<file path="src/rtl/hack_cpu_core.sv">
// Hack CPU control core: a 3-clock FETCH/DECODE/EXEC sequencer around the combinational
// Hack ALU, sized for 1-cycle-latency block RAM on both the instruction and data ports.

module alu (
  input  logic [15:0] x,
  input  logic [15:0] y,
  input  logic        zx,
  input  logic        nx,
  input  logic        zy,
  input  logic        ny,
  input  logic        f,
  input  logic        no,
  output logic [15:0] out,
  output logic        zr,
  output logic        ng
);
  logic [15:0] x_zero_s;
  logic [15:0] x_neg_s;
  logic [15:0] y_zero_s;
  logic [15:0] y_neg_s;
  logic [15:0] fn_s;

  assign x_zero_s = zx ? 16'h0000 : x;
  assign x_neg_s  = nx ? ~x_zero_s : x_zero_s;
  assign y_zero_s = zy ? 16'h0000 : y;
  assign y_neg_s  = ny ? ~y_zero_s : y_zero_s;
  assign fn_s     = f ? (x_neg_s + y_neg_s) : (x_neg_s & y_neg_s);
  assign out      = no ? ~fn_s : fn_s;
  assign zr       = (out == 16'h0000);
  assign ng       = out[15];
endmodule

module hack_cpu_core #(
  parameter int                ADDR_W   = 15,
  parameter logic [ADDR_W-1:0] RESET_PC = {ADDR_W{1'b0}}
) (
  input  logic              clk,
  input  logic              reset,
  output logic [ADDR_W-1:0] rom_addr,
  input  logic [15:0]       rom_data,
  output logic [ADDR_W-1:0] ram_addr,
  input  logic [15:0]       ram_rdata,
  output logic [15:0]       ram_wdata,
  output logic              ram_we,
  output logic [ADDR_W-1:0] pc
);
  typedef enum logic [1:0] {
    FETCH  = 2'd0,
    DECODE = 2'd1,
    EXEC   = 2'd2
  } state_t;

  state_t            state_r;
  logic [15:0]       a_r;
  logic [15:0]       d_r;
  logic [15:0]       ir_r;
  logic [ADDR_W-1:0] pc_r;

  logic [15:0]       alu_y_s;
  logic [15:0]       alu_out_s;
  logic              alu_zr_s;
  logic              alu_ng_s;
  logic              jump_s;
  logic [ADDR_W-1:0] pc_inc_s;

  // A is stable from DECODE through EXEC, so ram_rdata is already valid for the M operand.
  assign alu_y_s  = ir_r[12] ? ram_rdata : a_r;
  assign pc_inc_s = pc_r + {{(ADDR_W-1){1'b0}}, 1'b1};

  alu u_alu (
    .x  (d_r),
    .y  (alu_y_s),
    .zx (ir_r[11]),
    .nx (ir_r[10]),
    .zy (ir_r[9]),
    .ny (ir_r[8]),
    .f  (ir_r[7]),
    .no (ir_r[6]),
    .out(alu_out_s),
    .zr (alu_zr_s),
    .ng (alu_ng_s)
  );

  // Jump resolution from the selected ALU flag conditions of a C-instruction.
  always_comb begin
    jump_s = 1'b0;
    if (ir_r[15]) begin
      jump_s = (ir_r[2] & alu_ng_s)
             | (ir_r[1] & alu_zr_s)
             | (ir_r[0] & ~alu_ng_s & ~alu_zr_s);
    end else begin
      jump_s = 1'b0;
    end
  end

  // Sequencer and architectural registers; every A/D/PC update lands at the end of EXEC.
  always_ff @(posedge clk) begin
    if (reset) begin
      state_r <= FETCH;
      a_r     <= 16'h0000;
      d_r     <= 16'h0000;
      ir_r    <= 16'h0000;
      pc_r    <= RESET_PC;
    end else begin
      case (state_r)
        FETCH: begin
          state_r <= DECODE;
        end
        DECODE: begin
          ir_r    <= rom_data;
          state_r <= EXEC;
        end
        EXEC: begin
          state_r <= FETCH;
          if (!ir_r[15]) begin
            a_r  <= {1'b0, ir_r[14:0]};
            pc_r <= pc_inc_s;
          end else begin
            if (ir_r[5]) begin
              a_r <= alu_out_s;
            end
            if (ir_r[4]) begin
              d_r <= alu_out_s;
            end
            // Jump target uses A as it stood before this instruction's own A write.
            pc_r <= jump_s ? a_r[ADDR_W-1:0] : pc_inc_s;
          end
        end
        default: begin
          state_r <= FETCH;
        end
      endcase
    end
  end

  assign rom_addr  = pc_r;
  assign pc        = pc_r;
  assign ram_addr  = a_r[ADDR_W-1:0];
  assign ram_wdata = alu_out_s;
  assign ram_we    = (state_r == EXEC) & ir_r[15] & ir_r[3] & ~reset;
endmodule

</file>
<file path="config.mk">
export PLATFORM = sky130hd
export DESIGN_NAME = hack_cpu_core
export DESIGN_NICKNAME = d
export VERILOG_FILES = /design/src/rtl/hack_cpu_core.sv
export SDC_FILE = /design/constraint.sdc
export NUM_CORES = 1
export LEC_CHECK = 0
export CAP_MARGIN = 25
export CORE_ASPECT_RATIO = 1.75
export CORE_MARGIN = 8
export CORE_UTILIZATION = 45
export CTS_BUF_LIST = sky130_fd_sc_hd__clkbuf_8
export DETAILED_ROUTE_END_ITERATION = 10
export PLACE_DENSITY = 0.76
export SLEW_MARGIN = 25
export SYNTH_ARGS = -nofsm -noshare
export SYNTH_HDL_FRONTEND = slang
export SYNTH_SLANG_ARGS = --single-unit
</file>
<file path="constraint.sdc">
create_clock -name clk -period 10.1 [get_ports clk]
set_input_delay 3.03 -clock clk [delete_from_list [all_inputs] [get_ports clk]]
set_output_delay 3.03 -clock clk [all_outputs]
set_load 0.01 [all_outputs]
</file>
# == Yosys cells after proc, flatten, opt, wreduce, memory -nomap -nowiden ==
# Cells that the tools add are included.
# W data, S select, Z words.
# classes
add_sub_neg,2
n_eq_ne,3
n_mux,13
bitwise,16
reduce_logical,4
# op_table
op,n
$mux W16,9
$not A16 Y16,3
$mux W15,2
$add A16 B16 Y16,1
$and A16 B16 Y16,1
$logic_not A16 Y1,1
$add A15 B1 Y15 const B,1
$and A1 B1 Y1,7
$pmux W2 S2,1
$not A1 Y1,3
$reduce_and A3 Y1,1
$eq A2 B1 Y1 const B,1
$eq A2 B2 Y1 const B,1
$logic_not A2 Y1,1
$ne A2 B2 Y1 const B,1
$or A1 B1 Y1,2
$reduce_and A2 Y1,1
$mux W1,1
# word_totals
regBits,65
inputBits,34
wordCells,43

# == Longest topological paths before layout ==
# Gate-level depths: netlist (run 1).
# depth
ltp_word,15
depth_mapped,20
depth_no_buf,17

# == Hierarchy ==
# A second synthesis (run 1) with hierarchy kept.
# hier_totals
hier_cells,666
area_unflattened_um2,5231.3
# by_module_without_submodules
module,n_inst,cells_each,area_per_inst_um2
hack_cpu_core,1,399,3324.4
alu,1,267,1906.8

# == Worst setup path after synthesis (run 1) ==
# Ideal clock, no wire load.
# synth_timing
kind,input -> output
from,input ram_rdata[1]
to,output ram_wdata[15]
arrival_ps,5536
required_time_ps,7070
slack_ps,1534
cell_stages,13
path_buffers,1
path_cell_list,mux2i_1 > nor2_1 > xor2_1 > ha_1 > a21o_1 > and4_1 > o2111a_1 > o31a_1 > or3_1 > a31oi_1 > xnor2_1 > inv_1 > buf_4
# synth_via
elab_chain_len,8
# synth_lines
item,line_no,rtl
start: declaration,42,"input logic [15:0] ram_rdata,"
$mux W16 *,67,assign alu_y_s = ir_r[12] ? ram_rdata : a_r;
$mux W16 *,25,assign y_zero_s = zy ? 16'h0000 : y;
$not A16 Y16,26,assign y_neg_s = ny ? ~y_zero_s : y_zero_s;
$mux W16 *,26,
$add A16 B16 Y16 *,27,assign fn_s = f ? (x_neg_s + y_neg_s) : (x_neg_s & y_neg_s);
$mux W16 *,27,
$not A16 Y16,28,assign out = no ? ~fn_s : fn_s;
$mux W16 *,28,
end: declaration,43,"output logic [15:0] ram_wdata,"
# Mark *: on every way between the ends. The rest lies on a longest branch, timed or not.

# == Worst setup path in the final report (run 1) ==
# layout_timing
from,input ram_rdata[6]
to,output ram_wdata[15]
# The elaborated chain is that of the path after synthesis.

==> results of run 1 <==
[power breakdown]
part	internal (uW)	total [uW]	switching (uW)	leakage [uW]
registers	266	287	20.2	0.000528
logic	99.8	218	119	0.00165
clock network	177	280	103	0.000131
[routing by layer]
metal	wire length, um	global-route usage, %	vias to the layer above
met5	0	0	-
met3	915	2.62	28
met4	567	10.6	0
met1	5690	21.4	2398
li1	-	-	2429
met2	8110	36.9	169
[stage by stage]
step / worst slack (ns) / total power [uW]
final: 0.365 / 785
after global routing: 0.148 / 818
after CTS: 0.354 / 788
after detailed placement: 0.380 / 510
after global placement: 0.424 / 506
after floorplan: 1.53 / 430
[kinds of logic after synthesis]
family          after synthesis  synth area share [%]
fa+ha+maj                    18                  4.56
simple gates                266                  24.4
compound gates              154                  20.3
buf+inv                      96                  9.73
mux                          34                  6.67
xor+xnor                     52                  8.92
flops                        65                  25.5
[worst min-delay path, cell delays in order, from the launching register on]
cell     delay [ns]
dfxtp_1        0.32
nand2_1        0.05
a21oi_1        0.05
[final cells by class]
| cell class | instances | area share [%] |
|---|---|---|
| multi-input cells | 524 | 54.1 |
| clock inverters | 5 | 1.67 |
| well taps | 132 | 2.70 |
| inverters | 17 | 1.04 |
| repair buffers | 106 | 16.8 |
| clock buffers | 11 | 2.47 |
| flip-flops and latches | 65 | 21.3 |
[how the worst max path moves through the flow]
stage                               end  slack, ns  depth (start not counted)
after floorplan           ram_wdata[15]       1.53                         13
after global placement    ram_wdata[15]       0.42                         14
after detailed placement  ram_wdata[15]       0.38                         14
after CTS                 ram_wdata[15]       0.35                         14
after global routing      ram_wdata[15]       0.15                         14
final                     ram_wdata[15]       0.36                         14
[flip-flops by register name, summed over array words and instances (netlist names)]
name     flops
a_r         16
d_r         16
ir_r        16
pc          15
state_r      2
[cells in the mapped netlist, drive strengths merged (2+ instances only)]
library cell | instances | area (um^2)
nor2b | 6 | 37.5
a21boi | 2 | 15.0
xor2 | 16 | 140
clkbuf | 35 | 131
o2111a | 2 | 22.5
nand2 | 93 | 349
xnor2 | 36 | 315
buf | 44 | 302
a221oi | 3 | 32.5
and3 | 11 | 68.8
o21ai | 15 | 75.1
nand3 | 29 | 145
nor3 | 6 | 30.0
a21oi | 47 | 239
nand2b | 28 | 175
ha | 17 | 213
nand3b | 2 | 15.0
dfxtp | 65 | 1300
and2 | 2 | 12.5
nand4 | 4 | 25.0
a21o | 18 | 135
or3 | 11 | 68.8
nor2 | 65 | 244
nor4 | 2 | 12.5
inv | 17 | 63.8
o211ai | 8 | 70.1
and4 | 2 | 17.5
a211oi | 25 | 198
a31oi | 19 | 119
or4 | 3 | 22.5
mux2i | 34 | 340
==> results.md, run 1 <==
- Status: complete, no violations
- Via density: 5.84
- Post-layout util: 55.2%
- Minimum clock period: 9.74 ns
- HPWL after DPL: 11700 um
- Area Growth Syn to Fin: 20.0%
- CTS tree: yes
- Slew Viols, Final: 0
- Synth unique cells: 59
- Final instance area: 6130 um^2
- Cts repair resizes: 0
- Register bit total from synthesis: 65
- CP Capture Type: primary output
- Critical path's largest stage delay: 0.51 ns
- 1st-iter DRT viols: 223
- Most common cell on crit path: clkdlybuf4s50_1
- Area of the multi-input gates: 3310 um^2
- Hold EP: d_r[0]$_SDFFE_PP0P_
- Max-cap check violation count: 0
- Ant. Diodes: 0
- Number of global-route vias before repair: 4814
- Pleak: 0.00231 uW
- # hold bufs at CTS: 0
- Seq/Total Area, Yosys: 25.5%
- Max Fanout on Critical Path: 8
- Hold Path Stages: 2
- Port Buffers: 95
- Worst hold slack: 0.462 ns
- Overflow after GRT: 0
- Synthesized area: 5110 um^2
- P per Cell Area: 128 nW/um^2
- Rel. slew slack: 35.1%
- Worst-path clk slew: 0.07 ns
- Post-CTS setup buffers: 0
- WP buf/inv: 3
- Worst slew pin tran: 0.972 ns
- Initial antenna violation count: 0
- Most common cell after layout, fill and taps aside: clkdlybuf4s50_1
- Largest delay share family, worst path: compound AO/OA/AOI/OAI gates
- Post-Synthesis Cells: 685
- DRC viols: 0
- Wire per inst: 17.8 um
- Setup_tns: 0 ns
- Largest net degree at the start of global routing: 67
- # H-tree levels: 3
- DRT Pass-1 Iters: 5
- FF+latch area: 1300 um^2
- Setup CP Type: input pin to primary output
- Hold Violations, Final: 0
- DP Cell Count: 844
- Nets: 775
- Syn. warnings: 0
- Reg-to-Reg End: pc[0]$_SDFFE_PP0P_
- GRT Util Overall: 20.2%
- Die footprint: 15100 um^2
- Finished Layout Cells: 860
- TritonCTS Buffers: 9
- WP data required: 7.07 ns
- Share of layout cells above drive strength 1: 5.08%
- Worst Setup SP: ram_rdata[6]
- FF-to-FF Start: ir_r[12]$_SDFFE_PP0N_
- Post-synth ARST share: 0%
- RSZ-0062 raised after global routing: false
- Final Setup Violations: 0
- Slowest stage cell on the critical path: clkdlybuf4s50_1
- CP arrival: 6.71 ns
- Root Driver: clkbuf_8
- CP Launch Type: input pin
- Worst path cell trace: clkdlybuf4s50_1 > mux2i_1 > nor2_1 > xor2_1 > ha_1 > a21oi_2 > o211ai_2 > o311a_1 > o31a_1 > or3_1 > a31oi_1 > xnor2_1 > inv_1 > clkdlybuf4s50_1
- Ys flop type: dfxtp_1
- Final GP Congestion: 0.938
- DRT Wirelength: 15300 um
- Clock skew: 0.00862 ns
- Skew-Pair Late Insertion Delay: 0.35 ns
- Ports: 96
- Overall die width: 96.5 um
- VDD IR max: 0.0780 mV
- Post-Place Cell Area: 5870 um^2
- Final ANT Viol Nets: 0
- Clk sinks: 65
- Clk buf depth: 2
- Core ar.: 11100 um^2
- FF-to-FF path depth: 17
- Number of enable flip-flop cells after synthesis: 0
- Cell row count: 51
- R2R Setup Slk: 5.04 ns
- Worst Hold Class: flop to flop
- Die Y: 157 um
- Post-Syn Nets: 737
- Mean Syn Cell Area: 7.45 um^2
- Fmax: 103 MHz
- Initial Util: 46.0%
- Vias after detailed routing: 5024
- Hold_sp: d_r[0]$_SDFFE_PP0P_
- Fillcell total: 1048
- Final clock period utilization by the worst path: 96.4%
- Most frequent cells in the layout: clkdlybuf4s50_1, nand2_1, nor2_1
- First-pass GRT wire length: 24300 um
(Power assumes the default switching activity.)
==> run 2: changes to the inputs <==
--- a/config.mk
+++ b/config.mk
@@ -12,6 +12,7 @@
 export CTS_BUF_LIST = sky130_fd_sc_hd__clkbuf_8
 export DETAILED_ROUTE_END_ITERATION = 10
 export PLACE_DENSITY = 0.76
+export SKIP_LAST_GASP = 1
 export SLEW_MARGIN = 25
 export SYNTH_ARGS = -nofsm -noshare
 export SYNTH_HDL_FRONTEND = slang
==> constraint.sdc (replaced) <==
create_clock -name clk -period 10.1 [get_ports clk]
set_input_delay 2.02 -clock clk [delete_from_list [all_inputs] [get_ports clk]]
set_output_delay 2.02 -clock clk [all_outputs]
set_load 0.01 [all_outputs]
==> results.md, run 2 (synthesis gave the netlist of run 1 again) <==
- Port Buffers: 95 (unchanged)
- Worst-path clk slew: 0.08 ns (about the same)
- Nets: 773 (-0.26%)
- Initial Util: 46.0% (unchanged)
- Worst slew pin tran: 1.08 ns (+0.110 ns)
- Hold Violations, Final: 0 (unchanged)
- CP Capture Type: primary output
- Area Growth Syn to Fin: 19.7%
- VDD IR max: 0.0927 mV (+19%)
- Critical path's largest stage delay: 0.51 ns (about the same)
- Fillcell total: 1040 (-0.76%)
- Root Driver: clkbuf_8
- Status: complete, no violations
- Die Y: 157 um (unchanged)
- DRC viols: 0 (unchanged)
- Final clock period utilization by the worst path: 76.5% (-20 points)
- Core ar.: 11100 um^2 (unchanged)
- WP buf/inv: 3 (unchanged)
- Setup CP Type: input pin to primary output
- Cell row count: 51 (unchanged)
- Most common cell on crit path: clkdlybuf4s50_1
- Share of layout cells above drive strength 1: 4.82% (-0.26 points)
- Final ANT Viol Nets: 0 (unchanged)
- Die footprint: 15100 um^2 (unchanged)
- Number of global-route vias before repair: 4722 (-1.9%)
- Via density: 5.76 (-1.4%)
- Worst Hold Class: flop to flop
- # H-tree levels: 3 (unchanged)
- Post-CTS setup buffers: 0 (unchanged)
- Slew Viols, Final: 0 (unchanged)
- Fmax: 129 MHz (+26%)
- Largest net degree at the start of global routing: 67 (unchanged)
- WP data required: 8.08 ns (+1.01 ns)
- Vias after detailed routing: 4940 (-1.7%)
- Biggest regs: a_r: 16 flops, d_r: 16 flops, ir_r: 16 flops
- Minimum clock period: 7.72 ns (-2.01 ns)
- Clk sinks: 65 (unchanged)
- Overall die width: 96.5 um (unchanged)
- Wire per inst: 17.8 um (+0.27%)
- Skew-Pair Late Insertion Delay: 0.35 ns (about the same)
- Hold Path Stages: 2 (unchanged)
- Slowest stage cell on the critical path: clkdlybuf4s50_1
- Largest delay share family, worst path: compound AO/OA/AOI/OAI gates
- Rel. slew slack: 27.8% (-7.4 points)
- Max Fanout on Critical Path: 8 (unchanged)
- Post-Place Cell Area: 5860 um^2 (-0.26%)
- HPWL after DPL: 11600 um (-1.2%)
- Worst path cell trace: clkdlybuf4s50_1 > mux2i_1 > nor2_1 > xor2_1 > ha_1 > a21oi_2 > o211ai_2 > o311a_1 > o31a_1 > or3_1 > a31oi_1 > xnor2_1 > inv_1 > clkdlybuf4s50_1
- R2R Setup Slk: 4.64 ns (-0.40 ns)
- Initial antenna violation count: 0 (unchanged)
- Clk buf depth: 2 (unchanged)
- Cts repair resizes: 0 (unchanged)
- P per Cell Area: 128 nW/um^2 (about the same)
- Reg-to-Reg End: pc[0]$_SDFFE_PP0P_
- RSZ-0062 raised after global routing: false
- Final instance area: 6110 um^2 (-0.29%)
- DRT Pass-1 Iters: 6 (+1)
- CP Launch Type: input pin
- First-pass GRT wire length: 24000 um (-0.97%)
- Overall power: 782 uW (-0.37%)
- Clock skew: 0.0144 ns (+0.00579 ns)
- Final Setup Violations: 0 (unchanged)
- Max-cap check violation count: 0 (unchanged)
- DP Cell Count: 842 (-0.24%)
- 1st-iter DRT viols: 314 (+41%)
- CTS tree: yes
- TritonCTS Buffers: 9 (unchanged)
- Hold_sp: d_r[11]$_SDFFE_PP0P_
- Hold EP: d_r[11]$_SDFFE_PP0P_
- GRT Util Overall: 20.2% (-0.021 points)
- Finished Layout Cells: 858 (-0.23%)
- # hold bufs at CTS: 0 (unchanged)
- Ports: 96 (unchanged)
- CP arrival: 5.70 ns (-1.01 ns)
- Pleak: 0.00229 uW (-0.79%)
- Post-layout util: 55.0% (-0.16 points)
- FF-to-FF Start: ir_r[12]$_SDFFE_PP0N_
- Overflow after GRT: 0 (unchanged)
- Setup_tns: 0 ns (unchanged)
- DRT Wirelength: 15300 um (about the same)
- Most frequent cells in the layout: clkdlybuf4s50_1, nand2_1, nor2_1
- Most common cell after layout, fill and taps aside: clkdlybuf4s50_1
- FF-to-FF path depth: 17 (unchanged)
- Ant. Diodes: 0 (unchanged)
- Final GP Congestion: 0.979 (+4.3%)
==> run 2: cell count changes in the layout (fill, tap and decap cells not counted), sizes merged <==
cell / previous run / this run
buf: 12 / 10
clkbuf: 11 / 10
clkinv: 1 / 2
clkinvlp: 0 / 1
inv: 18 / 17
==> run 2: how the worst max path moves through the flow <==
stage	start	to	slack, ns	cells past startpoint
global route	ram_rdata[1]	ram_wdata[15]	2.16	14
global placement	ram_rdata[6]	ram_wdata[15]	2.43	14
finish	ram_rdata[6]	ram_wdata[15]	2.38	14
detailed placement	ram_rdata[6]	ram_wdata[15]	2.39	14
floorplan	ram_rdata[1]	ram_wdata[15]	3.55	13
CTS	ram_rdata[6]	ram_wdata[15]	2.38	14
==> run 2: final cells by class <==
cell class | count | area (um^2) | area share, %
multi-input combinational | 524 | 3310 | 54.2
clock buffer | 10 | 138 | 2.25
inverter | 17 | 63.8 | 1.04
tap | 132 | 165 | 2.70
clock inverter | 6 | 115 | 1.88
timing repair buffer | 104 | 1010 | 16.6
sequential | 65 | 1300 | 21.3
==> run 2: per-stage QoR <==
step | hold WS [ns] | setup slack, ns
2_1_floorplan | 0.436 | 3.55
3_3_place_gp | 0.442 | 2.43
3_5_place_dp | 0.452 | 2.39
4_1_cts | 0.462 | 2.38
5_1_grt | 0.478 | 2.16
6_report | 0.458 | 2.38
==> run 2: report_power, final <==
part           total, uW  internal [uW]  switching, uW  leakage, uW
sequential           287            266           20.3     0.000528
combinational        216           98.4            117      0.00164
clock                280            171            108     0.000123
total                782            536            246      0.00229
==> run 2: worst reg2reg max path: stages, from the launching register on <==
cell and delay, ns:
dfxtp_1 1.04, mux2i_1 0.31, nor2_1 0.07, xor2_1 0.17, ha_1 0.28, fa_1 0.41
a21o_1 0.19, o2bb2ai_1 0.22, o211ai_1 0.39, o21ai_0 0.18, a221oi_2 0.35, o211ai_1 0.20
a2111o_1 0.44, mux2i_1 0.29, a21oi_2 0.09, buf_4 0.24, or3_1 0.34, a31oi_1 0.15
==> run 2: routing by layer <==
metal / share of wire [%] / vias to the layer above / global-route usage [%]
li1: - / 2428 / -
met2: 52 / 169 / 35.9
met1: 38 / 2315 / 22.0
met3: 6.5 / 28 / 3.00
met5: 0 / - / 0
met4: 3.8 / 0 / 10.4
==> run 3: changes to the inputs <==
--- a/config.mk
+++ b/config.mk
@@ -11,7 +11,7 @@
 export CORE_UTILIZATION = 45
 export CTS_BUF_LIST = sky130_fd_sc_hd__clkbuf_8
 export DETAILED_ROUTE_END_ITERATION = 10
-export PLACE_DENSITY = 0.76
+export PLACE_DENSITY = 0.78
 export SKIP_LAST_GASP = 1
 export SLEW_MARGIN = 25
 export SYNTH_ARGS = -nofsm -noshare
==> constraint.sdc (replaced) <==
create_clock -name clk -period 7.1 [get_ports clk]
set_input_delay 1.42 -clock clk [delete_from_list [all_inputs] [get_ports clk]]
set_output_delay 1.42 -clock clk [all_outputs]
set_load 0.01 [all_outputs]
==> results.md, run 3 (synthesis gave the netlist of run 1 again) <==
- DRT Pass-1 Iters: 4 (-2)
- Max layer used: met4
- Largest net degree at the start of global routing: 67 (unchanged)
- Minimum clock period: 6.49 ns
- Hold Violations, Final: 0 (unchanged)
- Max Fanout on Critical Path: 4 (-4)
- Fillcell total: 1001 (-3.8%)
- Clk buf depth: 2 (unchanged)
- Initial Util: 46.0% (unchanged)
- Final clock period utilization by the worst path: 91.4%
- Worst slew pin tran: 0.986 ns (-0.0960 ns)
- Metal-1 WL: 5810 um (+0.62%)
- Overall die width: 96.5 um (unchanged)
- First-pass GRT wire length: 24800 um (+3.3%)
- Worst Hold Class: flop to flop
- 1st-iter DRT viols: 264 (-16%)
- DRC viols: 0 (unchanged)
- Nets: 775 (+0.26%)
- Most common cell after layout, fill and taps aside: clkdlybuf4s50_1
- FF+latch area: 1300 um^2 (about the same)
- CP arrival: 5.07 ns (-0.63 ns)
- Max-cap check violation count: 0 (unchanged)
- Ports: 96 (unchanged)
- Metal2 WL: 8180 um (+3.2%)
- CTS tree: yes
- Area Growth Syn to Fin: 19.3%
- Clk sinks: 65 (unchanged)
- WP data required: 5.68 ns (-2.40 ns)
- Skew-Pair Late Insertion Delay: 0.36 ns (about the same)
- Rel. slew slack: 34.2% (+6.4 points)
- Vias after detailed routing: 5052 (+2.3%)
- VDD IR max: 0.165 mV (+78%)
- Final Setup Violations: 0 (unchanged)
- Biggest regs: a_r: 16 flops, d_r: 16 flops, ir_r: 16 flops
- Overflow after GRT: 0 (unchanged)
- Port Buffers: 95 (unchanged)
- Status: complete, no violations
- Area of the multi-input gates: 3310 um^2 (unchanged)
- Post-Place Cell Area: 5870 um^2 (+0.26%)
- Core ar.: 11100 um^2 (unchanged)
- TritonCTS Buffers: 9 (unchanged)
- Fmax: 154 MHz
- Wire per inst: 18.2 um (+2.4%)
- Initial antenna violation count: 0 (unchanged)
- Final ANT Viol Nets: 0 (unchanged)
- Most frequent cells in the layout: clkdlybuf4s50_1, nand2_1, nor2_1, dfxtp_1, a21oi_1
- RSZ-0062 raised after global routing: false
- Clock skew: 0.00871 ns (-0.00570 ns)
- CP Launch Type: input pin
- P per Cell Area: 176 nW/um^2 (+38%)
- Root Driver: clkbuf_8
- Pleak: 0.00229 uW (-0.14%)
- Post-place setup slack: 0.637 ns (-1.75 ns)
- DRT Wirelength: 15700 um (+2.6%)
- Ant. Diodes: 0 (unchanged)
- Cts repair resizes: 0 (unchanged)
- GRT Util Overall: 20.8% (+0.61 points)
- Post-route setup slack: 0.611 ns (-1.76 ns)
- Via density: 5.87 (+2.0%)
- Final instance area: 6090 um^2 (-0.33%)
- Met3 wire len: 884 um (-11%)
- Cell row count: 51 (unchanged)
- Share of layout cells above drive strength 1: 4.95% (+0.12 points)
- Setup CP Type: input pin to primary output
- Final GP Congestion: 0.960 (-2.0%)
- Setup_tns: 0 ns (unchanged)
- Number of global-route vias before repair: 5049 (+6.9%)
- Die footprint: 15100 um^2 (unchanged)
- Die Y: 157 um (unchanged)
- # hold bufs at CTS: 0 (unchanged)
- Slew Viols, Final: 0 (unchanged)
- Worst-path clk slew: 0.08 ns (about the same)
- # H-tree levels: 3 (unchanged)
- CP Capture Type: primary output
- Post-CTS setup buffers: 0 (unchanged)
- HPWL after DPL: 11900 um (+2.9%)
-- run 3: cell count changes in the layout (fill, tap and decap cells not counted) --
cell       before  now
buf_4           9   11
clkinv_2        0    2
bufinv_16       3    2
clkbuf_8       10    9
dfxtp_1        64   65
dfxtp_2         1    0
-- run 3: per-layer routing --
metal	vias to the layer above	GRT usage (%)
li1	2430	-
met1	2414	21.3
met2	162	37.2
met3	46	2.86
met4	0	13.9
met5	-	0
-- run 3: area by class of cell --
type | count | share of cell area, %
Inverter | 17 | 1.05
Timing Repair Buffer | 106 | 16.9
Clock buffer | 9 | 2.03
Multi-Input combinational cell | 524 | 54.4
Clock inverter | 7 | 1.56
Sequential cell | 65 | 21.4
Tap cell | 132 | 2.71
-- run 3: through the flow --
stage                     util [%]  power, uW  hold slack, ns  std cells
after floorplan                  -        612           0.436        685
after global placement        52.9        718           0.443        844
after detailed placement      52.9        724           0.451        844
after CTS                     54.8       1080           0.462        860
after global routing          54.8       1120           0.476        860
final                         54.8       1070           0.460        860
-- run 3: final timing paths --
path	start	to	slack, ns	cells after the start
setup / recovery	ram_rdata[1]	ram_wdata[15]	0.61	14
hold / removal	d_r[6]$_SDFFE_PP0P_	d_r[6]$_SDFFE_PP0P_	0.46	2
setup reg to reg	ir_r[12]$_SDFFE_PP0N_	pc[0]$_SDFFE_PP0P_	1.90	18
hold reg to reg	d_r[6]$_SDFFE_PP0P_	d_r[6]$_SDFFE_PP0P_	0.46	2
-- run 3: report_power, final --
group | internal, uW | switching [uW]
sequential | 379 | 23.8
clock | 197 | 158
combinational | 141 | 175
total | 717 | 356
-- run 3: critical path: stages --
cell	delay (ns)
clkdlybuf4s50_1	0.48
mux2i_1	0.08
nor2_1	0.12
xor2_1	0.28
ha_1	0.29
a21o_1	0.22
and4_1	0.27
o2111a_1	0.27
o31a_1	0.28
or3_1	0.30
a31oi_1	0.19
xnor2_1	0.23
inv_1	0.11
clkdlybuf4s50_1	0.52
